[src/rtl/zmaps_wr_arb.sv]
// zmaps_wr_arb: Z80 zmaps window / DMA arbiter for the shared CRAM/SFILE write port with a Z80 word FIFO.
// Optional macro ZMAPS_WR_ARB_COALESCE_EN merges an enqueue into a same-address FIFO tail entry.
module zmaps_wr_arb #(
  parameter int DEPTH = 4,
  parameter int STALL_MAX = 8
) (
  input  logic        clk,
  input  logic        rst_n,
  input  logic        memwr_s,
  input  logic [15:0] a,
  input  logic [7:0]  d,
  input  logic [4:0]  fmaddr,
  input  logic        dma_req,
  input  logic        dma_sel,
  input  logic [7:0]  dma_wraddr,
  input  logic [15:0] dma_data,
  output logic        dma_ack,
  output logic [7:0]  ram_addr,
  output logic [15:0] ram_data,
  output logic        cram_we,
  output logic        sfile_we,
  output logic        z_full,
  output logic        z_ovf
);
  localparam int AW = $clog2(DEPTH);
  localparam logic [AW:0] FULL = DEPTH[AW:0];
  localparam logic [7:0] SMAX = 8'(STALL_MAX);
  typedef enum logic [1:0] {IDLE, DMA, FORCE, Z80} gnt_t;
  gnt_t gnt;
  logic hit, nonempty, push, pop, coal;
  logic enq_q, enq_d, ovf_q, ovf_d, cwe_q, cwe_d, swe_q, swe_d;
  logic [7:0] lo_q, lo_d, stall_q, stall_d, addr_q, addr_d;
  logic [15:0] data_q, data_d;
  logic [24:0] ew_q, ew_d, head;
  logic [24:0] mem_q [DEPTH];
  logic [24:0] mem_d [DEPTH];
  logic [AW-1:0] wp_q, wp_d, rp_q, rp_d, tail;
  logic [AW:0] cnt_q, cnt_d;
  // Entries are {file, word addr[7:0], data[15:0]}; the odd byte is the high byte.
  always_comb begin
    hit = memwr_s & fmaddr[4] & (a[15:12] == fmaddr[3:0]) & (a[11:10] == 2'b00);
    lo_d = (hit & ~a[0]) ? d : lo_q;
    enq_d = hit & a[0];
    ew_d = enq_d ? {a[9], a[8:1], d, lo_q} : ew_q;
    nonempty = cnt_q != '0;
    head = mem_q[rp_q];
    tail = wp_q - AW'(1);
    gnt = (nonempty && stall_q == SMAX) ? FORCE : dma_req ? DMA : nonempty ? Z80 : IDLE;
    dma_ack = gnt == DMA;
    pop = (gnt == FORCE) || (gnt == Z80);
`ifdef ZMAPS_WR_ARB_COALESCE_EN
    coal = enq_q && nonempty && (mem_q[tail][24:16] == ew_q[24:16]) && !(pop && cnt_q == (AW+1)'(1));
`else
    coal = 1'b0;
`endif
    push = enq_q && !coal && (cnt_q != FULL || pop);
    ovf_d = ovf_q | (enq_q && !coal && cnt_q == FULL && !pop);
    mem_d = mem_q;
    if (coal) mem_d[tail][15:0] = ew_q[15:0];
    if (push) mem_d[wp_q] = ew_q;
    wp_d = wp_q + AW'(push);
    rp_d = rp_q + AW'(pop);
    cnt_d = cnt_q + (AW+1)'(push) - (AW+1)'(pop);
    stall_d = (gnt == DMA && nonempty) ? stall_q + 8'd1 : 8'd0;
    addr_d = dma_ack ? dma_wraddr : pop ? head[23:16] : addr_q;
    data_d = dma_ack ? dma_data : pop ? head[15:0] : data_q;
    cwe_d = dma_ack ? ~dma_sel : pop & ~head[24];
    swe_d = dma_ack ? dma_sel : pop & head[24];
  end
  always_ff @(posedge clk) begin
    if (!rst_n) begin
      enq_q <= 1'b0;
      ew_q <= '0;
      lo_q <= '0;
      wp_q <= '0;
      rp_q <= '0;
      cnt_q <= '0;
      stall_q <= '0;
      ovf_q <= 1'b0;
      addr_q <= '0;
      data_q <= '0;
      cwe_q <= 1'b0;
      swe_q <= 1'b0;
    end else begin
      enq_q <= enq_d;
      ew_q <= ew_d;
      lo_q <= lo_d;
      wp_q <= wp_d;
      rp_q <= rp_d;
      cnt_q <= cnt_d;
      stall_q <= stall_d;
      ovf_q <= ovf_d;
      addr_q <= addr_d;
      data_q <= data_d;
      cwe_q <= cwe_d;
      swe_q <= swe_d;
    end
  end
  always_ff @(posedge clk) mem_q <= mem_d;
  assign ram_addr = addr_q;
  assign ram_data = data_q;
  assign cram_we = cwe_q;
  assign sfile_we = swe_q;
  assign z_ovf = ovf_q;
  assign z_full = cnt_q == FULL;
endmodule
[config.mk]
export PLATFORM = sky130hd
export DESIGN_NAME = zmaps_wr_arb
export DESIGN_NICKNAME = d
export VERILOG_FILES = /design/src/rtl/zmaps_wr_arb.sv
export SDC_FILE = /design/constraint.sdc
export NUM_CORES = 1
export LEC_CHECK = 0
export ABC_AREA = 0
export CORE_MARGIN = 10
export CORE_UTILIZATION = 55
export DETAILED_ROUTE_END_ITERATION = 10
export PLACE_DENSITY_LB_ADDON = 0.25
export REMOVE_ABC_BUFFERS = 1
export SYNTH_ARGS = -nofsm -noshare
export SYNTH_HDL_FRONTEND = slang
export SYNTH_SLANG_ARGS = --single-unit
[constraint.sdc]
create_clock -name clk -period 4.5 [get_ports clk]
set_clock_uncertainty 0.15 [all_clocks]
set_input_delay 0.675 -clock clk [delete_from_list [all_inputs] [get_ports clk]]
set_output_delay 0.675 -clock clk [all_outputs]
set_load 0.05 [all_outputs]
# Word-level counts from Yosys, hierarchy flattened
# Index checks and enable logic that the tools add are counted.
# op_classes
add_sub_neg	5
order_cmp	3
n_eq_ne	7
n_mux	15
bitwise_logic	13
reduce_logical	13
# op_table
operator	n
bitwise mux 100 bit	1
two-way mux 25 bit	3
binary-select mux 25 bit (select 2 bit)	1
demux 25 bit (select 2 bit)	1
two-way mux 16 bit	2
two-way mux 8 bit	2
adder 8 x 1 -> 8 bit, second input constant	1
== test 8 x 4 -> 1 bit, second input constant	1
bitwise AND 1 bit	7
greater-or-equal comparator 3 bit, second input constant	2
logical AND 1 bit	6
two-way mux 2 bit	3
inverter 2 -> 3 bit	2
adder 2 x 1 -> 2 bit	2
== test 2 bit, second input constant	2
== test 4 bit	1
adder 3 x 1 -> 3 bit	1
== test 3 bit, second input constant	1
< comparator 3 x 1 -> 1 bit, second input constant	1
!= test 3 bit, second input constant	1
inverter 1 bit	3
nonzero test 3 bit	1
subtractor 3 x 1 -> 3 bit	1
== test 2 x 1 -> 1 bit, second input constant	1
7 further kinds	9
# word_totals
regBits	176
input_bits	58
out_inout_bits	29

# Logic depth before layout (Yosys ltp)
# Gate-level depths: netlist of run 1.
# depth
depth_word	10
mapped_depth	13

# Least setup slack after synthesis of run 1
# Ideal clock, no wire load.
# synth_timing
kind	register to register
from	register stall_q[7]
to	register mem_q[50] (netlist name) (enable)
setup_time_ns	0.444
arrival_time_ns	3.197
required_time_ns	3.906
setup_slack_ns	0.709
path_stages_with_launch	5
n_path_buf	0
synth_period_minus_slack_ns	3.791
cell_sequence	dfxtp_1 -> or3_1 -> o31ai_1 -> o21ai_1 -> nor3b_1
# synth_via
elab_chain_len	7
# synth_rtl
element	line_no	source
start, declared	32	logic [7:0] lo_q, lo_d, stall_q, stall_d, addr_q, addr_d;
start signal, assigned	91	stall_q <= stall_d;
== test 8 x 4 -> 1 bit *	48	gnt = (nonempty && stall_q == SMAX) ? FORCE : dma_req ? DMA : nonempty ? Z80 : IDLE;
logical AND 1 bit *	48	
two-way mux 2 bit *	48	
== test 2 bit	50	pop = (gnt == FORCE) || (gnt == Z80);
logical OR 1 bit *	50	
logical OR 1 bit *	56	push = enq_q && !coal && (cnt_q != FULL || pop);
logical AND 1 bit *	56	
end signal, assigned	99	always_ff @(posedge clk) mem_q <= mem_d;
end, declared	35	logic [24:0] mem_q [DEPTH];
# Every way passes the cells marked *; elsewhere a longest branch is shown, timed or not.
# A chain may end at the register's enable or synchronous reset.

# Worst setup path after layout of run 1
# layout_timing
from	register stall_q[0]
to	output port dma_ack
# layout_via
elab_chain_len	4
# layout_rtl
element	line_no	source
== test 8 x 4 -> 1 bit	48	
logical AND 1 bit	48	
two-way mux 2 bit	48	
== test 2 x 1 -> 1 bit	49	dma_ack = gnt == DMA;
end, declared	17	output logic dma_ack,
# No other way between the ends.

==> summary.md, run 1 <==
| Metric | Value |
|---|---|
| Max transition margin | `20.8%` |
| Num CTS Buffers | `17` |
| Ys Warns | `0` |
| Clock power frac | `approximately a third` |
| Initial core utilization | `56.2%` |
| Power per standard cell area | `about 460 nW/µm²` |
| Post-Syn Instances | `493` |
| Layout cells sized above 1 | `~13%` |
| Post-CTS setup buffer count | `0` |
| Switching share of power | `around 28%` |
| Arrival @ worst endpoint | `around 2.8 ns` |
| Number of flops mapped to enable cells by yosys | `100` |
| First-pass DRT Iterations | `4` |
| Crit Path Max Fanout | `14` |
| Crit Path Class | `register to output pin` |
| Post-layout util | `slightly below 70%` |
| Crit. End Element | `output pin` |
| Yosys top cell area share | `between 40% and 50%` |
| Setup crit start kind | `register` |
| Worst-Skew Late Latency | `0.42 ns` |
| CTS resizes | `0` |
| Combinational power share | `between 15 and 20%` |
| First-pass GRT wire length | `22,600 µm` |
| RSZ-0062 raised after global routing | `false` |
| Hold Path End | `lo_q[0]$_SDFFE_PN0P_` |
| Psw | `between 0.001 and 0.0015 W` |
| Pint | `roughly 0.0028 W` |
| Worst VDD drop | `0.274 mV` |
| Overflow after GRT | `0` |
| I/O pin cnt | `87` |
| Initial antenna violation count | `0` |
| Post-Route WL | `around 14,000 µm` |
| Die Width | `131 µm` |
| Final Instance Area | `around 8400 µm²` |
| Synthesized cell area | `approximately 6800 µm²` |
| Final nets | `646` |
| Worst-Margin Slew | `roughly 1.2 ns` |
| Minimum clock period | `~3.7 ns` |
| Synth area leader | `edfxtp_1` |
| Wire per inst | `between 15 and 20 µm` |
| Outcome | `finished clean` |
| Final worst slack | `~0.84 ns` |
| FMAX | `~0.27 GHz` |
| Hold-fix buffers, CTS | `0` |
| Hold_sp | `lo_q[0]$_SDFFE_PN0P_` |
| #FFs+latches synth | `176` |
| Synth cell types | `36` |
| Total of max-cap violations | `0` |
| Min-Delay Path Depth | `2` |
| Fin crit share | `81.3%` |
| Post-detail-place hpwl | `between 9000 and 10,000 µm` |
| Number of global-route vias before repair | `between 4,000 and 5,000` |
| Avg Inst Size Synth | `roughly 14 µm²` |
| Worst reg2reg path startpoint | `stall_q[0]$_SDFF_PN0_` |
| Final Hold Vio Count | `0` |
| GRT Total Usage | `about 18%` |
| Dpl cell area | `about 7800 µm²` |
| Worst r2r dst | `cnt_q[2]$_SDFF_PN0_` |
| Core Area | `roughly 12,000 µm²` |
| Ant. Diodes | `0` |
| Largest net degree at the start of global routing | `between 40 and 50` |
| H-tree levels | `4` |
| Pre-CTS setup slack | `between 1 and 1.5 ns` |
| Post-route ant nets | `0` |
| Total power | `a little under 0.004 W` |
| DRT iter0 DRCs | `~430` |
| Max clock buf depth | `2` |
| TritonCTS clock tree | `done` |
| Worst R2R Path Depth | `14` |
| Predominant post-synthesis flop cell | `edfxtp_1` |
| DR DRC count | `0` |
| Ys async rst share | `0%` |
| Top-count cell post-synth | `edfxtp_1` |
| DR vias/cell | `5.49` |
| P_leak | `about 3.2 nW` |
| Worst endpoint required time | `3.67 ns` |
| Clock net sink count | `between 150 and 200` |
| Final Wtd Congestion | `between 0.7 and 0.8` |
| Reg clk slew, reported paths | `about 0.06 ns` |
| Sequential fraction of the synthesis area | `~67%` |
| Seq pwr share | `between 40 and 50%` |
| Cell Rows | `40` |
| Via count | `between 4,000 and 5,000` |
| Die height | `about 130 µm` |
| Number of port buffers | `86` |
| Die area | `between 15,000 and 20,000 µm²` |
| Worst hold path type | `register to register` |
| Root buf cell | `clkbuf_16` |
| Synth-to-Final Area Change | `23.6%` |
| Top cells by count, synth | `100 x edfxtp_1, 93 x nand2_1, 76 x dfxtp_1` |
| Leading post-synthesis cells by cell area | `edfxtp_1 44%, dfxtp_1 22%, mux4_2 8.3%` |
| Slew Limit Fails | `0` |
| R2R setup slack | `around 1.1 ns` |
| Endpoints failing setup | `0` |
==> cell type report <==
type / instances / area, µm²
clock buffers: 22 / 454
clock inverters: 10 / 88.8
fillers: 827 / 3680
inverters: 10 / 37.5
multi-input cells: 280 / 2120
flip-flops and latches: 176 / 4530
well taps: 168 / 210
repair buffers: 98 / 946
==> routing by layer <==
layer | up-vias | global-route usage [%] | share of wire (%)
li1 | 2000 | - | -
met1 | 2079 | 20.4 | 42
met2 | 98 | 30.2 | 52
met3 | 14 | 4.79 | 5.2
met4 | 0 | 7.26 | 1.4
met5 | - | 0 | 0
==> cell families (layout without fill, tap and decap cells) <==
family                   count (synthesis)  after routing  share of synthesized area, %
AO/OA/AOI/OAI                           62             62                          5.39
XOR/XNOR                                13             13                          1.68
adder cells (fa/ha/maj)                  5              5                          1.03
buffers and inverters                   37            140                          2.49
flip-flops                             176            176                          66.7
multiplexers                            59             59                          13.3
AND/OR/NAND/NOR                        141            141                          9.37
==> stage by stage <==
step           hold slack [ns]  setup TNS (ns)  instances
2_1_floorplan            0.287          -23.33        466
3_3_place_gp             0.299               0        732
3_5_place_dp             0.311               0        732
4_1_cts                  0.324               0        764
5_1_grt                  0.335               0        764
6_report                 0.319               0        764
==> power by group through the flow <==
| stage | clock network, W | logic [W] | registers, W |
|---|---|---|---|
| floorplan | 0 | 0.000257 | 0.00202 |
| global placement | 0 | 0.000667 | 0.00186 |
| detailed placement | 0 | 0.000682 | 0.00187 |
| CTS | 0.00137 | 0.000684 | 0.00183 |
| global route | 0.00143 | 0.000731 | 0.00185 |
| finish | 0.00135 | 0.000678 | 0.00183 |
==> how the worst max path moves through the flow <==
| stage | from | endpoint | depth (start not counted) | slack (ns) |
|---|---|---|---|---|
| finish | stall_q[0]$_SDFF_PN0_ | dma_ack | 7 | 0.84 |
| CTS | stall_q[0]$_SDFF_PN0_ | dma_ack | 7 | 0.83 |
| detailed placement | dma_req | cnt_q[2]$_SDFF_PN0_ | 12 | 1.09 |
| global route | stall_q[0]$_SDFF_PN0_ | dma_ack | 7 | 0.72 |
| global placement | dma_req | dma_ack | 5 | 1.16 |
| floorplan | stall_q[7]$_SDFF_PN0_ | mem_q[50]$_DFFE_PP_ | 4 | -0.37 |
==> worst max-delay path, stage by stage, from the launching register on <==
cell and delay, ns:
dfxtp_1 0.34, inv_1 0.07, ha_1 0.16, nand4bb_1 0.21, o31ai_4 0.55, buf_4 0.32
inv_2 0.05, clkdlybuf4s50_1 0.70
==> registers in the layout, indices dropped and copies added, names as in the netlist <==
signal    count
stall_q       8
ram_data     16
cram_we       1
sfile_we      1
wp_q          2
lo_q          8
rp_q          2
cnt_q         3
mem_q       100
ram_addr      8
z_ovf         1
ew_q         25
enq_q         1
==> cells in the final DEF (no fill, tap or decap), drive strengths merged, types with 2 or more instances in the layout <==
| cell | n |
|---|---|
| clkinv | 5 |
| mux4 | 25 |
| o21ai | 27 |
| nand3 | 5 |
| clkdlybuf4s50 | 85 |
| nand4bb | 2 |
| inv | 10 |
| ha | 4 |
| and3 | 3 |
| edfxtp | 100 |
| a32oi | 6 |
| clkinvlp | 4 |
| nand2 | 93 |
| xor2 | 8 |
| a31oi | 20 |
| clkbuf | 22 |
| buf | 13 |
| and2 | 4 |
| nor3 | 5 |
| xnor2 | 5 |
| mux2i | 34 |
| nor3b | 3 |
| a21oi | 7 |
| nor2 | 16 |
| dfxtp | 76 |
| or3 | 5 |
No activity file was read; power rests on OpenSTA's default activity.
==> inputs of run 2 (changes only) <==
Settings changed: CORE_UTILIZATION 55 to 49.
Clock period 4.5 ns to 3.1 ns, I/O delays scaled along.
==> summary.md, run 2 (synthesized netlist as in run 1, its figures left out) <==
| Metric | Value |
|---|---|
| Minimum clock period | `between 2 and 3 ns` |
| Final Wtd Congestion | `0.786 (+0.51%)` |
| Worst-Skew Late Latency | `0.43 ns (about the same)` |
| Final Instance Area | `8530 µm² (+1.8%)` |
| Combinational power share | `18.0% (+0.4 points)` |
| Largest net degree at the start of global routing | `43 (-10%)` |
| Max reg flops | `100 (unchanged)` |
| GRT Total Usage | `16.2% (-1.4 points)` |
| Initial antenna violation count | `0 (unchanged)` |
| Arrival @ worst endpoint | `2.33 ns (-0.50 ns)` |
| Clock power frac | `36.4% (+1.5 points)` |
| Post-route ant nets | `0 (unchanged)` |
| DR DRC count | `0 (unchanged)` |
| TritonCTS clock tree | `done` |
| Post-Route WL | `14,600 µm (+2.0%)` |
| Die Width | `138 µm (+5.0%)` |
| Synth-to-Final Area Change | `25.8%` |
| Num CTS Buffers | `17 (unchanged)` |
| Final Hold Vio Count | `0 (unchanged)` |
| Worst VDD drop | `0.452 mV (+65%)` |
| Initial core utilization | `50.6% (-5.6 points)` |
| Root buf cell | `clkbuf_16` |
| Via count | `4,145 (-1.1%)` |
| DR vias/cell | `5.31 (-3.1%)` |
| Number of port buffers | `86 (unchanged)` |
| Ant. Diodes | `0 (unchanged)` |
| Clock net sink count | `176 (unchanged)` |
| Final nets | `654 (+1.2%)` |
| Worst hold slack | `0.314 ns (-0.00576 ns)` |
| Outcome | `finished clean` |
| Layout cells sized above 1 | `14.4% (+1.8 points)` |
| Setup crit start kind | `register` |
| Commonest cells after routing, fill and taps aside | `100 x edfxtp_1, 93 x nand2_1, 84 x clkdlybuf4s50_1` |
| Worst hold path type | `register to register` |
| Fin crit share | `a little over nine tenths` |
| Largest Register | `mem_q` |
| Cell Rows | `42 (+5.0%)` |
| DRT iter0 DRCs | `290 (-33%)` |
| H-tree levels | `4 (unchanged)` |
| Post-detail-place hpwl | `9530 µm (+3.1%)` |
| Crit. End Element | `output pin` |
| Worst-Margin Slew | `0.674 ns (-0.512 ns)` |
| CTS resizes | `0 (unchanged)` |
| Overflow after GRT | `0 (unchanged)` |
| Die height | `138 µm (+5.0%)` |
| Max transition margin | `55.1% (+34 points)` |
| I/O pin cnt | `87 (unchanged)` |
| Worst endpoint required time | `2.48 ns (-1.19 ns)` |
| Number of global-route vias before repair | `4,402 (-0.11%)` |
| Reg clk slew, reported paths | `0.07 ns (about the same)` |
| P_leak | `3.24 nW (+2.4%)` |
| Max clock buf depth | `2 (unchanged)` |
| Crit Path Max Fanout | `27 (+13)` |
| RSZ-0062 raised after global routing | `false` |
| Switching share of power | `28.0% (+0.46 points)` |
| Endpoints failing setup | `0 (unchanged)` |
| Pint | `0.00416 W (+49%)` |
| Slew Limit Fails | `0 (unchanged)` |
| First-pass GRT wire length | `23,300 µm (+2.8%)` |
| Wire per inst | `18.7 µm (-0.13%)` |
| Psw | `0.00162 W (+52%)` |
| Total of max-cap violations | `0 (unchanged)` |
| Filler cells | `1,029 (+24%)` |
| First-pass DRT Iterations | `4 (unchanged)` |
| Post-CTS setup buffer count | `0 (unchanged)` |
| Power per standard cell area | `678 nW/µm² (+47%)` |
| Seq pwr share | `45.6% (-1.9 points)` |
| Dpl cell area | `7940 µm² (+1.3%)` |
| Hold-fix buffers, CTS | `0 (unchanged)` |
| FMAX | `about 0.34 GHz` |
| Commonest non-fill, non-tap cell in the layout | `edfxtp_1` |
| Core Area | `13,400 µm² (+11%)` |
| Die area | `18,900 µm² (+10%)` |
| Crit Path Class | `register to output pin` |
[run 2: through the flow]
| step | cells | util (%) | power [W] | TNS, ns | setup slack [ns] |
|---|---|---|---|---|---|
| final | 780 | 63.7 | 0.00578 | 0 | 0.154 |
| after global placement | 748 | 59.3 | 0.00372 | 0 | 0.316 |
| after floorplan | 466 | - | 0.00331 | -149.23 | -1.77 |
| after global routing | 780 | 63.7 | 0.00602 | 0 | 0.0325 |
| after CTS | 780 | 63.6 | 0.00584 | 0 | 0.0987 |
| after detailed placement | 748 | 59.3 | 0.00374 | 0 | 0.117 |
[run 2: final timing paths]
path,start,end,slack [ns],cells past startpoint
max,stall_q[0]$_SDFF_PN0_,dma_ack,0.15,8
min,lo_q[6]$_SDFFE_PN0P_,ew_q[6]$_SDFFE_PN0P_,0.31,2
max reg2reg,stall_q[0]$_SDFF_PN0_,cnt_q[2]$_SDFF_PN0_,0.29,13
min reg2reg,lo_q[6]$_SDFFE_PN0P_,ew_q[6]$_SDFFE_PN0P_,0.31,2
[run 2: power by group through the flow]
stage	clock network [W]	logic, W	registers [W]
floorplan	0	0.000372	0.00293
global route	0.00224	0.00112	0.00266
CTS	0.00214	0.00106	0.00264
detailed placement	0	0.00105	0.00269
finish	0.00210	0.00104	0.00264
global placement	0	0.00103	0.00269
[run 2: layout make-up]
class,instances,area [µm²],area share (%)
multi-input cells,280,2120,24.8
clock buffers,18,429,5.03
inverters,10,37.5,0.440
repair buffers,106,1040,12.2
well taps,176,220,2.58
clock inverters,14,155,1.82
flip-flops and latches,176,4530,53.1
[run 2: worst max-delay path, stage by stage, from the launching register on]
cell	delay, ns
dfxtp_1	0.35
inv_1	0.07
ha_1	0.16
nand4bb_1	0.21
o31ai_4	0.32
buf_6	0.27
inv_2	0.06
buf_4	0.25
buf_12	0.20
[run 2: routing by layer]
layer	vias up	global-route usage (%)	wire length (µm)
li1	2012	-	-
met1	2039	18.4	6040
met2	75	28.4	7770
met3	19	4.81	553
met4	0	5.56	226
met5	-	0	0
==> inputs of run 3 (changes only) <==
Settings changed: CELL_PAD_IN_SITES_DETAIL_PLACEMENT from default to 0, CELL_PAD_IN_SITES_GLOBAL_PLACEMENT from default to 2, CORE_UTILIZATION 49 to 34.
==> summary.md, run 3 (synthesized netlist as in run 1, its figures left out) <==
| Metric | Value |
|---|---|
| Final nets | `656 (+0.31%)` |
| Cell Rows | `51 (+21%)` |
| Fin crit share | `93.4% (-1.7 points)` |
| DR vias/cell | `4.78 (-10%)` |
| Placed Cells | `839 (+12%)` |
| Number of port buffers | `86 (unchanged)` |
| Layout cells sized above 1 | `14.7% (+0.31 points)` |
| Commonest cells after routing, fill and taps aside | `100 x edfxtp_1, 93 x nand2_1, 84 x clkdlybuf4s50_1` |
| Overflow after GRT | `0 (unchanged)` |
| Commonest non-fill, non-tap cell in the layout | `edfxtp_1` |
| Total power | `0.00595 W (+2.9%)` |
| Core Area | `19,500 µm² (+46%)` |
| Final Instance Area | `8690 µm² (+1.8%)` |
| Setup TNS | `0 ns (unchanged)` |
| Slew Limit Fails | `0 (unchanged)` |
| Total of max-cap violations | `0 (unchanged)` |
| Setup crit start kind | `register` |
| Largest net degree at the start of global routing | `45 (+4.7%)` |
| GRT Total Usage | `12.2% (-4.0 points)` |
| Reg clk slew, reported paths | `0.06 ns (about the same)` |
| Crit Path Max Fanout | `27 (unchanged)` |
| H-tree levels | `4 (unchanged)` |
| Crit Path Class | `register to output pin` |
| I/O pin cnt | `87 (unchanged)` |
| Dpl cell area | `8060 µm² (+1.4%)` |
| Max transition margin | `59.5% (+4.4 points)` |
| Outcome | `finished clean` |
| Worst VDD drop | `0.400 mV (-12%)` |
| Post-detail-place hpwl | `10,200 µm (+7.1%)` |
| Worst hold path type | `register to register` |
| GR Util met1 | `15.1% (-3.3 points)` |
| Arrival @ worst endpoint | `2.28 ns (-0.05 ns)` |
| Wire per inst | `17.6 µm (-6.2%)` |
| Via count | `4,158 (+0.31%)` |
| Worst endpoint required time | `2.48 ns (about the same)` |
| Max clock buf depth | `2 (unchanged)` |
| Minimum clock period | `2.89 ns (-0.0516 ns)` |
| Initial core utilization | `34.7% (-16 points)` |
| Endpoints failing setup | `0 (unchanged)` |
| Largest Register | `mem_q` |
| P_leak | `3.27 nW (+1.1%)` |
| Worst-Margin Slew | `0.606 ns (-0.0671 ns)` |
| Post-route ant nets | `0 (unchanged)` |
| Filler cells | `1,801 (+75%)` |
| Max reg flops | `100 (unchanged)` |
| Die height | `161 µm (+17%)` |
| Post-Route WL | `15,300 µm (+4.7%)` |
| Non-Filler Instances | `870 (+12%)` |
| TritonCTS clock tree | `done` |
| Multi-input gate area | `2120 µm² (unchanged)` |
| Sequential cell area | `4530 µm² (unchanged)` |
| DR DRC count | `0 (unchanged)` |
| Post-CTS setup buffer count | `0 (unchanged)` |
| Worst hold slack | `0.318 ns (+0.00413 ns)` |
| Initial antenna violation count | `0 (unchanged)` |
| Root buf cell | `clkbuf_16` |
| Num CTS Buffers | `17 (unchanged)` |
| GR Util met2 | `20.4% (-8.0 points)` |
| Ant. Diodes | `0 (unchanged)` |
| Synth-to-Final Area Change | `28.1%` |
| First-pass DRT Iterations | `4 (unchanged)` |
| Hold-fix buffers, CTS | `0 (unchanged)` |
| FMAX | `0.346 GHz (+1.8%)` |
| CTS resizes | `0 (unchanged)` |
| RSZ-0062 raised after global routing | `false` |
| Final Wtd Congestion | `0.705 (-10%)` |
| First-pass GRT wire length | `24,700 µm (+6.0%)` |
| Die area | `26,000 µm² (+37%)` |
| DRT iter0 DRCs | `208 (-28%)` |
| Power per standard cell area | `684 nW/µm² (+0.99%)` |
| Number of global-route vias before repair | `4,383 (-0.43%)` |
| Crit. End Element | `output pin` |
| GR peak layer | `met2` |
| Die Width | `161 µm (+17%)` |
| GR Util met3 | `3.48% (-1.3 points)` |
| Clock net sink count | `176 (unchanged)` |
| Worst-Skew Late Latency | `0.43 ns (about the same)` |
| Final Hold Vio Count | `0 (unchanged)` |
-- run 3: cell types whose count changed in the layout (fill, tap and decap cells not counted) --
cell	before	now
buf_12	3	2
clkbuf_1	1	0
buf_4	17	20
clkinv_4	1	3
inv_6	4	3
inv_4	0	1
clkinv_2	2	1
clkinvlp_4	4	1
bufinv_16	2	4
-- run 3: cell type report --
type                    instances  share of cell area, %
inverters                      10                  0.432
flip-flops and latches        176                   52.1
multi-input cells             280                   24.4
repair buffers                108                   12.1
well taps                     265                   3.82
clock inverters                14                   2.33
clock buffers                  17                   4.90
-- run 3: report_power, final --
group / internal [W] / switching (W) / leakage (nW)
registers: 0.00254 / 0.0000965 / 1.66
logic: 0.000426 / 0.000624 / 1.30
clock network: 0.00136 / 0.000903 / 0.307
-- run 3: layer usage --
layer	part of all wire [%]	routed length [µm]	vias to the layer above
met5	0	0	-
met4	0.98	150	0
met3	3.8	582	12
met2	51	7840	69
met1	44	6690	2061
li1	-	-	2016
-- run 3: per-stage QoR --
stage	setup slack (ns)	util [%]
floorplan	-1.77	-
global placement	0.258	41.3
detailed placement	0.189	41.3
CTS	0.0764	44.5
global route	0.00572	44.5
finish	0.206	44.5
-- run 3: path summary, 6_finish.rpt --
check	cells past startpoint	end	startpoint	slack, ns
hold / removal	2	lo_q[0]$_SDFFE_PN0P_	lo_q[0]$_SDFFE_PN0P_	0.32
setup / recovery	8	dma_ack	stall_q[0]$_SDFF_PN0_	0.21
setup reg to reg	13	cnt_q[2]$_SDFF_PN0_	stall_q[0]$_SDFF_PN0_	0.37
hold reg to reg	2	lo_q[0]$_SDFFE_PN0P_	lo_q[0]$_SDFFE_PN0P_	0.32
-- run 3: worst max-delay path, cell delays in order, from the launching register on --
cell and delay (ns):
dfxtp_1 0.35, inv_1 0.07, ha_1 0.15, nand4bb_1 0.20, o31ai_4 0.31, buf_6 0.26, inv_2 0.06, buf_4 0.26
buf_12 0.20
